## config.mk

```make
export PLATFORM = sky130hd
export DESIGN_NAME = tgm_ram_seq
export DESIGN_NICKNAME = d
export VERILOG_FILES = /design/src/rtl/tgm_pkg.sv /design/src/rtl/tgm_addr_ctr.sv /design/src/rtl/tgm_ram_seq.sv
export SDC_FILE = /design/constraint.sdc
export NUM_CORES = 1
export LEC_CHECK = 0
export CAP_MARGIN = 0
export CORE_MARGIN = 1
export CORE_UTILIZATION = 40
export DETAILED_ROUTE_END_ITERATION = 10
export PLACE_DENSITY = 0.76
export RECOVER_POWER = 100
export SLEW_MARGIN = 20
export SYNTH_ARGS = -nofsm -noshare
export SYNTH_HDL_FRONTEND = slang
export SYNTH_SLANG_ARGS = --single-unit
```

## constraint.sdc

```tcl
create_clock -name clk -period 4.4 [get_ports clk]
set_clock_uncertainty 0.2 [all_clocks]
set_input_delay 0.88 -clock clk [delete_from_list [all_inputs] [get_ports clk]]
set_output_delay 0.88 -clock clk [all_outputs]
set_load 0.01 [all_outputs]
```

## src/rtl/tgm_pkg.sv

```systemverilog
// Shared widths and state encoding for the TGM output RAM sequencer.
package tgm_pkg;

  localparam int TGM_ADDR_W    = 8;
  localparam int TGM_RAM_DEPTH = 256;
  localparam int TGM_WORD_W    = 32;
  localparam int TGM_BYTE_W    = 8;
  // One extra bit so a full 256-entry frame count is representable.
  localparam int TGM_PTR_W     = TGM_ADDR_W + 1;

  typedef enum logic [2:0] {
    IDLE    = 3'd0,
    FILL    = 3'd1,
    RD_REQ  = 3'd2,
    RD_WAIT = 3'd3,
    OUT     = 3'd4,
    DONE    = 3'd5
  } tgm_state_t;

  // RAM address of frame element ptr; the sum wraps modulo the RAM depth.
  function automatic logic [TGM_ADDR_W-1:0] tgm_addr(
      input logic [TGM_ADDR_W-1:0] base,
      input logic [TGM_PTR_W-1:0]  ptr
  );
    return base + ptr[TGM_ADDR_W-1:0];
  endfunction

endpackage

```

## src/rtl/tgm_addr_ctr.sv

```systemverilog
// Clearable / incrementing frame pointer with a base-offset RAM address.
// clr has priority over inc; addr is a pure decode of the current pointer.
module tgm_addr_ctr
  import tgm_pkg::*;
#(
  parameter logic [TGM_ADDR_W-1:0] BASE_ADDR = 8'h00
) (
  input  logic                  clk,
  input  logic                  rst,
  input  logic                  clr,
  input  logic                  inc,
  output logic [TGM_PTR_W-1:0]  ptr,
  output logic [TGM_ADDR_W-1:0] addr
);

  always_ff @(posedge clk or posedge rst) begin
    if (rst) begin
      ptr <= '0;
    end else if (clr) begin
      ptr <= '0;
    end else if (inc) begin
      ptr <= ptr + 1'b1;
    end
  end

  assign addr = tgm_addr(BASE_ADDR, ptr);

endmodule

```

## src/rtl/tgm_ram_seq.sv

```systemverilog
// Fills the TGM output RAM with one byte frame, then streams it back word by word.
// Read path: strobe, one wait cycle for the registered RAM, then hold until downstream takes it.
module tgm_ram_seq
  import tgm_pkg::*;
#(
  parameter int                    FRAME_LEN = 16,
  parameter logic [TGM_ADDR_W-1:0] BASE_ADDR = 8'h00
) (
  input  logic                  clk,
  input  logic                  rst,
  input  logic                  start,
  input  logic                  in_valid,
  output logic                  in_ready,
  input  logic [TGM_BYTE_W-1:0] in_data,
  output logic                  out_valid,
  input  logic                  out_ready,
  output logic [TGM_WORD_W-1:0] out_data,
  output logic                  busy,
  output logic                  frame_done,
  output logic                  ram_wr,
  output logic                  ram_rd,
  output logic [TGM_ADDR_W-1:0] ram_addr,
  output logic [TGM_ADDR_W-1:0] ram_nextaddr,
  output logic [TGM_BYTE_W-1:0] ram_data_in,
  input  logic [TGM_WORD_W-1:0] ram_data_out
);

  localparam logic [TGM_PTR_W-1:0] LAST = TGM_PTR_W'(FRAME_LEN - 1);

  tgm_state_t state_q, state_d;

  logic                  ptr_clr;
  logic                  in_fire;
  logic                  out_fire;
  logic                  load_word;
  logic [TGM_PTR_W-1:0]  wptr;
  logic [TGM_PTR_W-1:0]  rptr;
  logic [TGM_ADDR_W-1:0] waddr;
  logic [TGM_ADDR_W-1:0] raddr;

  tgm_addr_ctr #(.BASE_ADDR(BASE_ADDR)) u_wptr (
    .clk  (clk),
    .rst  (rst),
    .clr  (ptr_clr),
    .inc  (in_fire),
    .ptr  (wptr),
    .addr (waddr)
  );

  tgm_addr_ctr #(.BASE_ADDR(BASE_ADDR)) u_rptr (
    .clk  (clk),
    .rst  (rst),
    .clr  (ptr_clr),
    .inc  (out_fire),
    .ptr  (rptr),
    .addr (raddr)
  );

  always_ff @(posedge clk or posedge rst) begin
    if (rst) begin
      state_q <= IDLE;
    end else begin
      state_q <= state_d;
    end
  end

  // RAM read data is registered, so it is captured at the end of RD_WAIT.
  always_ff @(posedge clk or posedge rst) begin
    if (rst) begin
      out_data <= '0;
    end else if (load_word) begin
      out_data <= ram_data_out;
    end
  end

  always_comb begin
    state_d      = state_q;
    ptr_clr      = 1'b0;
    in_fire      = 1'b0;
    out_fire     = 1'b0;
    load_word    = 1'b0;
    in_ready     = 1'b0;
    out_valid    = 1'b0;
    busy         = 1'b1;
    frame_done   = 1'b0;
    ram_wr       = 1'b0;
    ram_rd       = 1'b0;
    ram_addr     = '0;
    ram_nextaddr = '0;
    ram_data_in  = '0;

    case (state_q)
      IDLE: begin
        busy = 1'b0;
        if (start) begin
          ptr_clr = 1'b1;
          state_d = FILL;
        end
      end
      FILL: begin
        in_ready = 1'b1;
        if (in_valid) begin
          in_fire      = 1'b1;
          ram_wr       = 1'b1;
          ram_nextaddr = waddr;
          ram_data_in  = in_data;
          if (wptr == LAST) begin
            state_d = RD_REQ;
          end
        end
      end
      RD_REQ: begin
        ram_rd   = 1'b1;
        ram_addr = raddr;
        state_d  = RD_WAIT;
      end
      RD_WAIT: begin
        load_word = 1'b1;
        state_d   = OUT;
      end
      OUT: begin
        out_valid = 1'b1;
        if (out_ready) begin
          out_fire = 1'b1;
          state_d  = (rptr == LAST) ? DONE : RD_REQ;
        end
      end
      DONE: begin
        frame_done = 1'b1;
        state_d    = IDLE;
      end
      default: begin
        state_d = IDLE;
      end
    endcase
  end

endmodule

```

# Word level (Yosys, flattened, before mapping)

Index checks and enable logic that the tools add are counted.

Register bits after elaboration: 53
Latch bits: 0
Memory bits (writable): 0
ROM bits: 0
Input port bits: 45
Output and inout port bits: 62
Logic and storage cells: 48
Memories kept: 0

Add/sub/neg operators: 2
Multiply operators: 0
Div/mod/pow operators: 0
Magnitude comparators: 0
Equality and inequality tests: 11
Shifts and indexed selects: 0
Mux-type cells: 27
Bitwise gates (word level): 0
Reduce and logical (&&, ||, !) cells: 4

Operators by type and width:

| cell                                                             | count |
|---|---|
| 8-bit 2-to-1 mux                                                 | 5 |
| 9-bit 2-to-1 mux                                                 | 4 |
| 9-bit by 1-bit adder with 9-bit output (second input constant)   | 2 |
| 9-bit by 4-bit == test with 1-bit output (second input constant) | 2 |
| 3-bit 2-to-1 mux                                                 | 5 |
| 3-bit one-hot mux with 5 select lines                            | 1 |
| 1-bit 2-to-1 mux                                                 | 12 |
| 2-bit != test (second input constant)                            | 4 |
| 3-bit by 2-bit == test with 1-bit output (second input constant) | 2 |
| 3-bit == test (second input constant)                            | 2 |
| 4-bit AND reduction                                              | 1 |
| 2-bit nonzero test                                               | 2 |
| 3-bit by 1-bit == test with 1-bit output (second input constant) | 1 |
| 3-bit zero test                                                  | 1 |

# Logic depth before layout (Yosys ltp)

Gate-level depths: netlist of run 1.

Depth after elaboration: 4
Mapped depth: 6
Depth with buffers taken out: 4

# Hierarchy

Synthesis of run 1 repeated with hierarchy kept, for this count alone.

Cell total of the unflattened synthesis: 238
Area, all modules: 2,680.1 um2

Modules (own cells, without submodules):

| module       | instances | cells an instance | area an instance (um2) | seq. area each (um2) |
|---|---|---|---|---|
| tgm_ram_seq  | 1         | 134               | 1,661.6                | 875.8 |
| tgm_addr_ctr | 2         | 52                | 509.2                  | 225.2 |

# Worst setup path before layout of run 1

OpenSTA, ideal clock, no wires.

Kind: input-to-output
Start: input in_valid
End: output ram_data_in[4]
Arrival: 1,535 ps
Required time: 3,320 ps
Path slack: 1,785 ps
Stages: 4
Buffers on the path: 1
Cell sequence: nand4bb_4 inv_1 clkbuf_1 and2_1

Cells in the longest elaborated chain, start to end: 2

RTL lines:

| element          | RTL line           | RTL |
|---|---|---|
| start, declared  | tgm_ram_seq.sv:12  | `input logic in_valid,` |
| 8-bit 2-to-1 mux | tgm_ram_seq.sv:102 | `if (in_valid) begin` |
| 8-bit 2-to-1 mux | tgm_ram_seq.sv:92  | `case (state_q)` |
| end, declared    | tgm_ram_seq.sv:24  | `output logic [TGM_BYTE_W-1:0] ram_data_in,` |

No other way between the ends.

# Worst setup path in the final report of run 1

Start: input in_valid
End: output ram_nextaddr[5]

Cells in the longest elaborated chain, start to end: 2

RTL lines:

| element          | RTL line           | RTL |
|---|---|---|
| 8-bit 2-to-1 mux | tgm_ram_seq.sv:102 |  |
| 8-bit 2-to-1 mux | tgm_ram_seq.sv:92  |  |
| end, declared    | tgm_ram_seq.sv:23  | `output logic [TGM_ADDR_W-1:0] ram_nextaddr,` |

No other way between the ends.

==> impl_metrics.tcl, run 1 <==
set metrics [dict create \
    post_drt_wl_per_cell_um 13.6 \
    seq_power_share_pct 42.8 \
    grt.total_usage_pct 17.0 \
    critPathLaunchType "primary input" \
    switching_share_pct 31.6 \
    yosys.area_share.simple_pct 18.8 \
    worst-slew-pin-transition_ps 1730 \
    power_share_of_the_combinational_group_pct 40.2 \
    max_buffers_root_to_sink 2 \
    grt_pass1_wl_um 8560 \
    hold_viol 0 \
    cts_tree "built" \
    regToRegStartpoint "state_q[2]" \
    crit_cells 5 \
    ys_types 37 \
    synth_warnings 0 \
    grt_start_max_net_pins 45 \
    post_route_cells_drive_above_1_share_pct 13.9 \
    grt_pass1_vias 1821 \
    critPathMaxFanout 21 \
    clock_sink_count 53 \
    layout-area-overhead-vs-synth_pct 46.8 \
    vdd_ir_drop_max_mv 0.306 \
    ios 107 \
    worst_r2r_endpoint "out_data[16]" \
    timing.critical_path.slowest_stage_cell "dlygate4sd3_1" \
    relSlewSlack_pct -15.3 \
    htree_levels 2 \
    share_of_the_synthesized_area_in_compound_gates_ao_oa_aoi_oai_pct 5.54 \
    maxCapViolations 2 \
    synthesis.area_um2 2550 \
    port-buffer-count 106 \
    initial_utilization_pct 42.4 \
    tns_ps 0 \
    synthesis.instances 220 \
    post-cts-setup-buffers 0 \
    netSwitchingPower_mw 0.554 \
    min_delay_path_depth 1 \
    synthXorXnorAreaFrac_pct 0.686 \
    globalplace.congestion 0.796 \
    cts.hold.buffers_added 0 \
    crit_family "buffers and inverters" \
    result_of_the_run "finished, violations left" \
    grt_setup_unrepaired "false" \
    worstSetupStartpoint "in_valid" \
    fp.dieW_um 81.9 \
    grtUsageMet2_pct 25.3 \
    fmaxAchievable_mhz 250 \
    worst_path_largest_cell_delay_ps 620 \
    place_worst_setup_slack_ps 521 \
    final.min_clock_period_ps 3990 \
    worstHoldStart "out_data[25]" \
    drt_first_pass_iters 4 \
    worst_hold_path_type "reg2reg" \
    grt_antenna_before_repair 1 \
    place_hpwl_um 4090 \
    global_route.overflow_total 0 \
    num-nets-final 370 \
    combinational_family_with_the_most_area_after_synthesis "simple AND/OR/NAND/NOR gates" \
    vias_per_cell 5.05 \
    timing.final.setup_violations 0 \
    core.rowCount 28 \
    dieHeight_um 81.9 \
    synthAdderAreaFrac_pct 0.980 \
    detail_route.wirelength_um 5450 \
    clock_power_share_pct 17.0 \
    rrSetupSlack_ps 1710 \
    min_period_over_period_pct 90.7 \
    grt_busiest_layer "met2" \
    powerDensity_nw_per_um2 467 \
    synthesis.area_per_instance_um2 11.6 \
    synth_fp_nets 267 \
    worstRegToRegCells 3 \
    met1_usage_grt_pct 21.8 \
    synth.yosys.seq_area_share_pct 52.0 \
    critical_path.endpoint_type "output port" \
    global_route.usage.met3_pct 7.78 \
    drc 0 \
    crit_top_cell "dlygate4sd3_1" \
    mostFrequentLayoutCell "dlygate4sd3_1" \
    floorplan.core_area_um2 6030 \
    clk_root_buffer_cell "clkbuf_8" \
    synth.area.mux_share_pct 17.7 \
    leading_cell_types_in_the_layout_fill_and_taps_excluded "57 x dlygate4sd3_1, 53 x dfrtp_1, 49 x clkdlybuf4s50_1" \
    setup_ws_ps 408 \
    vias 2020 \
    clock_latency_ps 310 \
    antenna_left 0 \
    synth-seq-cells 53 \
    critical_path.n_buffers_inverters 3 \
    slew_viol_final 79 \
    worstSetupPathType "in2out" \
    post_cts.resized_instances 0 \
    violations "capacitance limit, slew limit" \
    die_area_um2 6700 \
    p_leak_nw 1.61 \
    critical_path_arrival_ps 2910 \
    cts_inserted_buffers 5 \
    first_iter_violations 86 \
    critical_path.cell_chain "dlygate4sd3_1 > nand4bb_4 > inv_1 > and2_1 > dlygate4sd3_1" \
    worst_ep_required_time_ps 3320 \
    cts.reportedPaths.clkPinSlew_ps 100 \
    timing.hold.worst_endpoint "out_data[25]" \
    internal_power_mw 1.20 \
]
-- power groups by stage --
| stage | Combinational (mW) | Sequential, mW | Clock (mW) |
|---|---|---|---|
| 2_1_floorplan | 0.292 | 0.812 | 0 |
| 3_3_place_gp | 0.763 | 0.761 | 0 |
| 3_5_place_dp | 0.775 | 0.769 | 0 |
| 4_1_cts | 0.780 | 0.758 | 0.306 |
| 5_1_grt | 0.767 | 0.775 | 0.331 |
| 6_report | 0.704 | 0.750 | 0.297 |
-- registers in the layout, indices dropped and copies added, names as in the netlist --
signal      cells
u_wptr.ptr      9
u_rptr.ptr      9
state_q         3
out_data       32
-- cells in the mapped netlist --
library cell / number / area share, %
nand4bb_1: 1 / 0.44
buf_6: 2 / 0.88
and3b_1: 1 / 0.34
mux2i_1: 8 / 3.1
and3_1: 1 / 0.25
mux2_2: 33 / 15
o31ai_1: 5 / 1.5
clkbuf_1: 2 / 0.29
nand3b_1: 1 / 0.29
a21bo_2: 1 / 0.39
nand4bb_4: 1 / 1.1
o21ai_0: 2 / 0.39
inv_1: 11 / 1.6
dfrtp_1: 53 / 52
o21a_1: 1 / 0.29
nor3_1: 2 / 0.39
nand2b_1: 3 / 0.74
a311o_1: 1 / 0.39
nand3_1: 2 / 0.39
or4b_1: 2 / 0.78
nand4_1: 7 / 1.7
nor4_1: 4 / 0.98
and2_1: 22 / 5.4
o41ai_1: 1 / 0.34
nand2_1: 12 / 1.8
xor2_1: 1 / 0.34
or3_1: 3 / 0.74
buf_2: 7 / 1.4
a21oi_1: 8 / 1.6
nor2_1: 9 / 1.3
xnor2_1: 1 / 0.34
or4_1: 5 / 1.5
clkbuf_2: 1 / 0.20
or3b_2: 2 / 0.69
a41oi_1: 1 / 0.34
o221ai_1: 1 / 0.34
ha_1: 2 / 0.98
-- worst register-to-register path, cell delays in order (launching register included) --
cell and delay, ps:
dfrtp_1 520, nand3b_1 150, clkbuf_1 1250, mux2_2 460
-- per-stage QoR --
| stage | hold WS (ps) | total power, mW | instances | util (%) | cell area [um^2] |
|---|---|---|---|---|---|
| 2_1_floorplan | 305 | 1.10 | 220 | - | 2550 |
| 3_3_place_gp | 287 | 1.52 | 391 | 60.6 | 3650 |
| 3_5_place_dp | 294 | 1.54 | 391 | 60.6 | 3650 |
| 4_1_cts | 317 | 1.84 | 399 | 62.3 | 3750 |
| 5_1_grt | 323 | 1.87 | 400 | 62.2 | 3750 |
| 6_report | 305 | 1.75 | 400 | 62.2 | 3750 |
-- cell type report --
type / instances / area [um^2]
repair buffers: 108 / 1070
well taps: 75 / 93.8
fillers: 487 / 2280
flip-flops and latches: 53 / 1330
diodes: 1 / 2.50
inverters: 11 / 41.3
clock buffers: 6 / 82.6
multi-input cells: 144 / 1110
clock inverters: 2 / 17.5
-- worst max path at each step --
stage / to / slack [ps]
6_report: ram_nextaddr[5] / 410
5_1_grt: ram_nextaddr[1] / 280
4_1_cts: ram_nextaddr[5] / 520
3_5_place_dp: ram_nextaddr[5] / 520
3_3_place_gp: ram_data_in[3] / 610
2_1_floorplan: ram_data_in[4] / 1780
-- cells by family after synthesis --
logic type | Yosys count
flops | 53
mux | 41
xor+xnor | 2
fa+ha+maj | 2
compound gates | 21
simple gates | 78
buf+inv | 23
-- routing by layer --
layer / up-vias / wire [um]
met4: 0 / 68
li1: 995 / -
met3: 7 / 534
met1: 942 / 2330
met2: 76 / 2510
met5: - / 0
Power figures use the tool's default switching activity.
==> run 2, diff against run 1 <==
--- a/config.mk
+++ b/config.mk
@@ -5,9 +5,10 @@
 export SDC_FILE = /design/constraint.sdc
 export NUM_CORES = 1
 export LEC_CHECK = 0
-export CAP_MARGIN = 0
+export CAP_MARGIN = 20
 export CORE_MARGIN = 1
 export CORE_UTILIZATION = 40
+export CTS_CLUSTER_DIAMETER = 50
 export DETAILED_ROUTE_END_ITERATION = 10
 export PLACE_DENSITY = 0.76
 export RECOVER_POWER = 100
==> results of run 2 <==
Final layout, timing and power as in run 1 (identical DEF).
